$ cat src/rtl/uart_rx.sv
// uart_rx: UART receiver on the clk_50 domain. Default build is 8N1; defining UART_RX_PARITY_EN
// inserts a parity bit (even or odd, per PARITY_ODD) between the data and stop bits.
//
// Parameters:
//   CLKS_PER_BIT  clk_50 cycles per bit, 8..16383 (434 = 115200 baud at 50 MHz)
//   PARITY_ODD    0 = even parity, 1 = odd parity (only used with UART_RX_PARITY_EN)
//
// Ports:
//   clk_50   in   system clock
//   rst      in   synchronous reset, active-high
//   rx       in   asynchronous serial input, idle high
//   rx_data  out  last correctly received byte, held until the next good frame
//   rx_vld   out  one-cycle strobe, rx_data is new this cycle
//   rx_err   out  one-cycle strobe, frame rejected (bad stop bit or bad parity)
//   rx_busy  out  high while a frame is being received
module uart_rx #(
   parameter int unsigned CLKS_PER_BIT = 434,
   parameter int unsigned PARITY_ODD   = 0
) (
   input  logic       clk_50,
   input  logic       rst,
   input  logic       rx,
   output logic [7:0] rx_data,
   output logic       rx_vld,
   output logic       rx_err,
   output logic       rx_busy
);

   if (CLKS_PER_BIT < 8 || CLKS_PER_BIT > 16383) begin : g_bad_clks_per_bit
      $error("uart_rx: CLKS_PER_BIT must be in 8..16383");
   end
   if (PARITY_ODD > 1) begin : g_bad_parity_odd
      $error("uart_rx: PARITY_ODD must be 0 or 1");
   end

   localparam logic [13:0] BaudLast = 14'(CLKS_PER_BIT - 1);
   localparam logic [13:0] Half     = 14'(CLKS_PER_BIT / 2 - 1);

   typedef enum logic [2:0] {StIdle, StStart, StData, StParity, StStop} state_e;

   state_e      state_q, state_d;
   logic        rx_meta_q, rx_sync_q, rx_prev_q;
   logic [13:0] baud_q, baud_d;
   logic [2:0]  bit_q, bit_d;
   logic [7:0]  shift_q, shift_d;
   logic [7:0]  data_q, data_d;
   logic        vld_q, vld_d;
   logic        err_q, err_d;
   logic        busy_q, busy_d;
   logic        par_err_q, par_err_d;
   logic        fall;

   assign fall = rx_prev_q & ~rx_sync_q;

   always_ff @(posedge clk_50) begin
      if (rst) begin
         rx_meta_q <= 1'b1;
         rx_sync_q <= 1'b1;
         rx_prev_q <= 1'b1;
         state_q   <= StIdle;
         baud_q    <= '0;
         bit_q     <= '0;
         shift_q   <= '0;
         data_q    <= 8'h00;
         vld_q     <= 1'b0;
         err_q     <= 1'b0;
         busy_q    <= 1'b0;
         par_err_q <= 1'b0;
      end else begin
         rx_meta_q <= rx;
         rx_sync_q <= rx_meta_q;
         rx_prev_q <= rx_sync_q;
         state_q   <= state_d;
         baud_q    <= baud_d;
         bit_q     <= bit_d;
         shift_q   <= shift_d;
         data_q    <= data_d;
         vld_q     <= vld_d;
         err_q     <= err_d;
         busy_q    <= busy_d;
         par_err_q <= par_err_d;
      end
   end

   always_comb begin
      state_d   = state_q;
      baud_d    = baud_q;
      bit_d     = bit_q;
      shift_d   = shift_q;
      data_d    = data_q;
      vld_d     = 1'b0;
      err_d     = 1'b0;
      par_err_d = par_err_q;

      unique case (state_q)
         StIdle: begin
            if (fall) begin
               state_d   = StStart;
               baud_d    = '0;
               par_err_d = 1'b0;
            end
         end

         // Re-check the line at mid start bit so short glitches are dropped.
         StStart: begin
            if (baud_q == Half) begin
               baud_d  = '0;
               bit_d   = '0;
               state_d = rx_sync_q ? StIdle : StData;
            end else begin
               baud_d = baud_q + 14'd1;
            end
         end

         StData: begin
            if (baud_q == BaudLast) begin
               baud_d  = '0;
               shift_d = {rx_sync_q, shift_q[7:1]};
               bit_d   = bit_q + 3'd1;
               if (bit_q == 3'd7) begin
`ifdef UART_RX_PARITY_EN
                  state_d = StParity;
`else
                  state_d = StStop;
`endif
               end
            end else begin
               baud_d = baud_q + 14'd1;
            end
         end

`ifdef UART_RX_PARITY_EN
         StParity: begin
            if (baud_q == BaudLast) begin
               baud_d    = '0;
               par_err_d = rx_sync_q ^ (^shift_q) ^ 1'(PARITY_ODD);
               state_d   = StStop;
            end else begin
               baud_d = baud_q + 14'd1;
            end
         end
`endif

         // Leaving at mid stop bit lets a start edge right after the stop bit be caught.
         StStop: begin
            if (baud_q == BaudLast) begin
               baud_d  = '0;
               state_d = StIdle;
               if (rx_sync_q && !par_err_q) begin
                  data_d = shift_q;
                  vld_d  = 1'b1;
               end else begin
                  err_d = 1'b1;
               end
            end else begin
               baud_d = baud_q + 14'd1;
            end
         end

         default: state_d = StIdle;
      endcase

      busy_d = (state_d != StIdle);
   end

   assign rx_data = data_q;
   assign rx_vld  = vld_q;
   assign rx_err  = err_q;
   assign rx_busy = busy_q;

endmodule

$ cat config.mk
export PLATFORM = sky130hd
export DESIGN_NAME = uart_rx
export DESIGN_NICKNAME = d
export VERILOG_FILES = /design/src/rtl/uart_rx.sv
export SDC_FILE = /design/constraint.sdc
export NUM_CORES = 1
export LEC_CHECK = 0
export BUFFER_PORTS_ARGS = -buffer_cell sky130_fd_sc_hd__buf_4
export CORE_UTILIZATION = 30
export CTS_CLUSTER_DIAMETER = 40
export DETAILED_ROUTE_END_ITERATION = 12
export SKIP_LAST_GASP = 1
export SLEW_MARGIN = 20
export SYNTH_ARGS = -nofsm -noshare
export SYNTH_HDL_FRONTEND = slang
export SYNTH_SLANG_ARGS = --single-unit
$ cat constraint.sdc
create_clock -name clk_50 -period 1.8 [get_ports clk_50]
set_clock_uncertainty 0.05 [all_clocks]
set_input_delay 0.18 -clock clk_50 [delete_from_list [all_inputs] [get_ports clk_50]]
set_output_delay 0.18 -clock clk_50 [all_outputs]
set_load 0.05 [all_outputs]
==> parameters.txt <==
Parameter                              Value

Run status
  Run status    finished clean

Floorplanning
  Count of boundary I/O pins    14
  Floorplan die area    0.006862 mm2
  Initial core utilization    31.05%
  Standard-cell row count    29
  Floorplan Core Area    0.006314 mm2
  Die outline width    82.84 um
  Die height    82.84 um

Logic synthesis
  Synth unique cells    48
  Cell count after synthesis    213
  Net count of the mapped netlist    221
  Leading register cell type out of synthesis    sky130_fd_sc_hd__dfxtp_1
  Top-area cell type share of the netlist area    42.88%
  Share of flip-flops with an asynchronous set or reset    0%
  Synth top area cells    sky130_fd_sc_hd__dfxtp_1 (43%), sky130_fd_sc_hd__nand2_1 (6.7%), sky130_fd_sc_hd__xnor2_1 (4.5%)
  Post-synth EDFFs    0
  Leading area contributor after synthesis    sky130_fd_sc_hd__dfxtp_1
  Cell area after synthesis    0.001961 mm2
  Mean area per synthesized cell    9.205 um2
  Number of warning messages in the yosys log    0
  Number of storage elements in the synthesis netlist    42
  Seq/Total Area, Yosys    42.88%

Final layout
  Final Core Density    38.72%
  Reg area    844.6 um2
  Fill cell instance count of the final layout    648
  Area used by multi-input combinational logic    0.001104 mm2
  Design area    0.002445 mm2
  Layout cells sized above 1    30.86%
  Synth-to-Final Area Change    24.70%
  Number of antenna cells inserted    0
  Total Nets Final    250

Critical path
  WP data required    1.93 ns
  Maximum cell stage delay along the critical path    0.41 ns
  Endpoint kind of the worst setup timing path    flop
  Worst EP arrival    1.86 ns
  Cell-by-cell trace of the critical path    inv_2, buf_4, ha_1, nor4bb_4, and4_4, nor2_1, o41a_1
  Critical path peak fanout    3
  CP max stage cell    sky130_fd_sc_hd__o41a_1
  Crit path launch type    flop
  Worst Path Class, Setup    reg -> reg

Job
  Maximum capacitance violations    0

Global routing
  Vias in the first global route    1,444
  First-pass GRT wire length    6465 um
  Pin count of the biggest net entering global routing    33
  Overall fraction of global-route tracks in use    11.34%
  Overflow after GRT    0
  Antenna violations before repair    0

Timing
  Final slew viol count    0
  Unrepaired setup endpoints after global routing    true
  TNS Setup    0 ns
  Setup WS post-layout    0.06200 ns
  Post-layout minimum cycle time    1.738 ns
  Post-route clock period utilization    96.56%
  # setup viols final    0
  Final-report hold violation count    0
  Fmax    0.5754 GHz
  Slew HR    77.76%
  Least-Margin Pin Slew    0.3336 ns

Clocking
  CTS Buffer Depth    2
  Number of setup buffers added after CTS    0
  Num CTS Buffers    5
  Root Buffer    sky130_fd_sc_hd__clkbuf_8
  Clock net sink count    42
  Number of H-tree levels    2
  Clk_lat worst skew    0.28 ns
  TritonCTS clock tree    yes
  Count of hold-fix buffers inserted at cts    0
  Clk slew on worst S/H paths    0.08 ns

Placement
  Area of placed instances    0.002231 mm2
  Post-placement setup slack    -0.09274 ns
  Placer Congestion    0.8038
  HPWL after detailed placement    2574 um
  IO buf count    13

Power
  Post-layout power    1.765 mW
  Pwr per Cell Area    721.7 mW/mm2
  VDD IR-drop max    0.3587 mV
  Leak pwr    0.9144 nW

Detailed routing
  Count of nets left with antenna violations after detail routing    0
  Post-detailed-routing wire length    3777 um
  Initial DRC Count    104
  Remaining routing DRC violations    0
  Number of detailed-routing iterations run before antenna repair    6
  Total via count in the routed design    1,518
  Average vias per placed instance    4.744
  DR WL/cell    11.80 um

Min path
  Worst min path class    in -> reg
-- layer usage --
layer	GRT usage (%)	up-vias	share of wire, %
met3	1.988	0	2.7
met4	4.702	0	0
met5	0	-	0
met2	18.03	16	48
li1	-	791	-
met1	15.18	711	50
-- critical path, delay by kind of cell, from the launching register on --
kind / cells / cell delay [ns]
AO/OA/AOI/OAI: 1 / 0.41
adder cells (fa/ha/maj): 1 / 0.14
buffers and inverters: 2 / 0.14
flip-flops: 1 / 0.33
AND/OR/NAND/NOR: 3 / 0.57
-- synthesized netlist by cell type (3+ instances only) --
master / number
sky130_fd_sc_hd__a21oi_1: 16
sky130_fd_sc_hd__nor2_2: 10
sky130_fd_sc_hd__buf_6: 4
sky130_fd_sc_hd__xnor2_1: 10
sky130_fd_sc_hd__dfxtp_1: 42
sky130_fd_sc_hd__nor2_1: 19
sky130_fd_sc_hd__nor3_1: 9
sky130_fd_sc_hd__nand2_1: 35
sky130_fd_sc_hd__ha_1: 5
sky130_fd_sc_hd__or2_2: 3
sky130_fd_sc_hd__clkbuf_1: 3
sky130_fd_sc_hd__inv_1: 3
sky130_fd_sc_hd__nor4_1: 3
sky130_fd_sc_hd__mux2i_1: 8
sky130_fd_sc_hd__o21ai_0: 3
-- layout by cell type, fill, tap and decap left out, drive strengths merged, types with 2 or more instances in the layout --
cell type,count
nor4,4
o21ai,4
nor4bb,2
a21oi,16
ha,5
nand3,2
o21bai,3
buf,30
and2,3
nor3,9
and4,2
nor2,29
dfxtp,42
nand3b,2
clkbuf,7
inv,3
or3,2
xnor2,10
or2,3
nand2b,2
nand2,35
and3,2
mux2i,8
-- flip-flops by register name, summed over array words and instances (netlist names) --
signal / cells
shift_q: 8
rx_prev_q: 1
baud_q: 14
rx_busy: 1
rx_data: 8
state_q: 3
rx_err: 1
rx_sync_q: 1
rx_vld: 1
bit_q: 3
rx_meta_q: 1
-- cells by family after synthesis --
family | count (synthesis) | share of synthesized area, %
AND/OR/NAND/NOR | 101 | 26.80
adder cells (fa/ha/maj) | 6 | 3.701
flip-flops | 42 | 42.88
multiplexers | 8 | 4.084
AO/OA/AOI/OAI | 33 | 13.59
XOR/XNOR | 10 | 4.467
buffers and inverters | 13 | 4.466
-- what timing repair did --
action                                  in CTS  in global routing
pin swaps                                    3                  3
endpoints found under the setup margin      34                 35
gates cloned                                 0                  2
gates resized for setup                      7                 14
-- worst paths after layout --
kind	start	end	slack, ns	cells after the start
worst max register to register	baud_q[1]	rx_busy	0.06	7
worst min register to register	rx_meta_q	rx_sync_q	0.37	1
worst max-delay path	baud_q[1]	rx_busy	0.06	7
worst min-delay path	rx	rx_meta_q	0.02	2
-- through the flow --
stage / hold WS, ns / std cells
final: 0.02408 / 320
after global routing: 0.006014 / 320
after CTS: 0.01013 / 318
after detailed placement: 0.3178 / 310
after global placement: 0.3195 / 310
after floorplan: 0.2338 / 213
-- area by class of cell --
class / instances / share of cell area [%]
inverters: 3 / 0.4606
flip-flops and latches: 42 / 34.54
repair buffers: 31 / 11.41
well taps: 77 / 3.941
multi-input cells: 159 / 45.14
clock inverters: 2 / 1.535
clock buffers: 6 / 2.968
-- power by group --
| part | switching, mW | leakage [nW] | total, mW | internal, mW |
|---|---|---|---|---|
| combinational | 0.0557 | 0.522 | 0.0961 | 0.0405 |
| sequential | 0.00481 | 0.341 | 0.940 | 0.935 |
| clock | 0.315 | 0.0514 | 0.729 | 0.414 |
(Power assumes the default switching activity.)
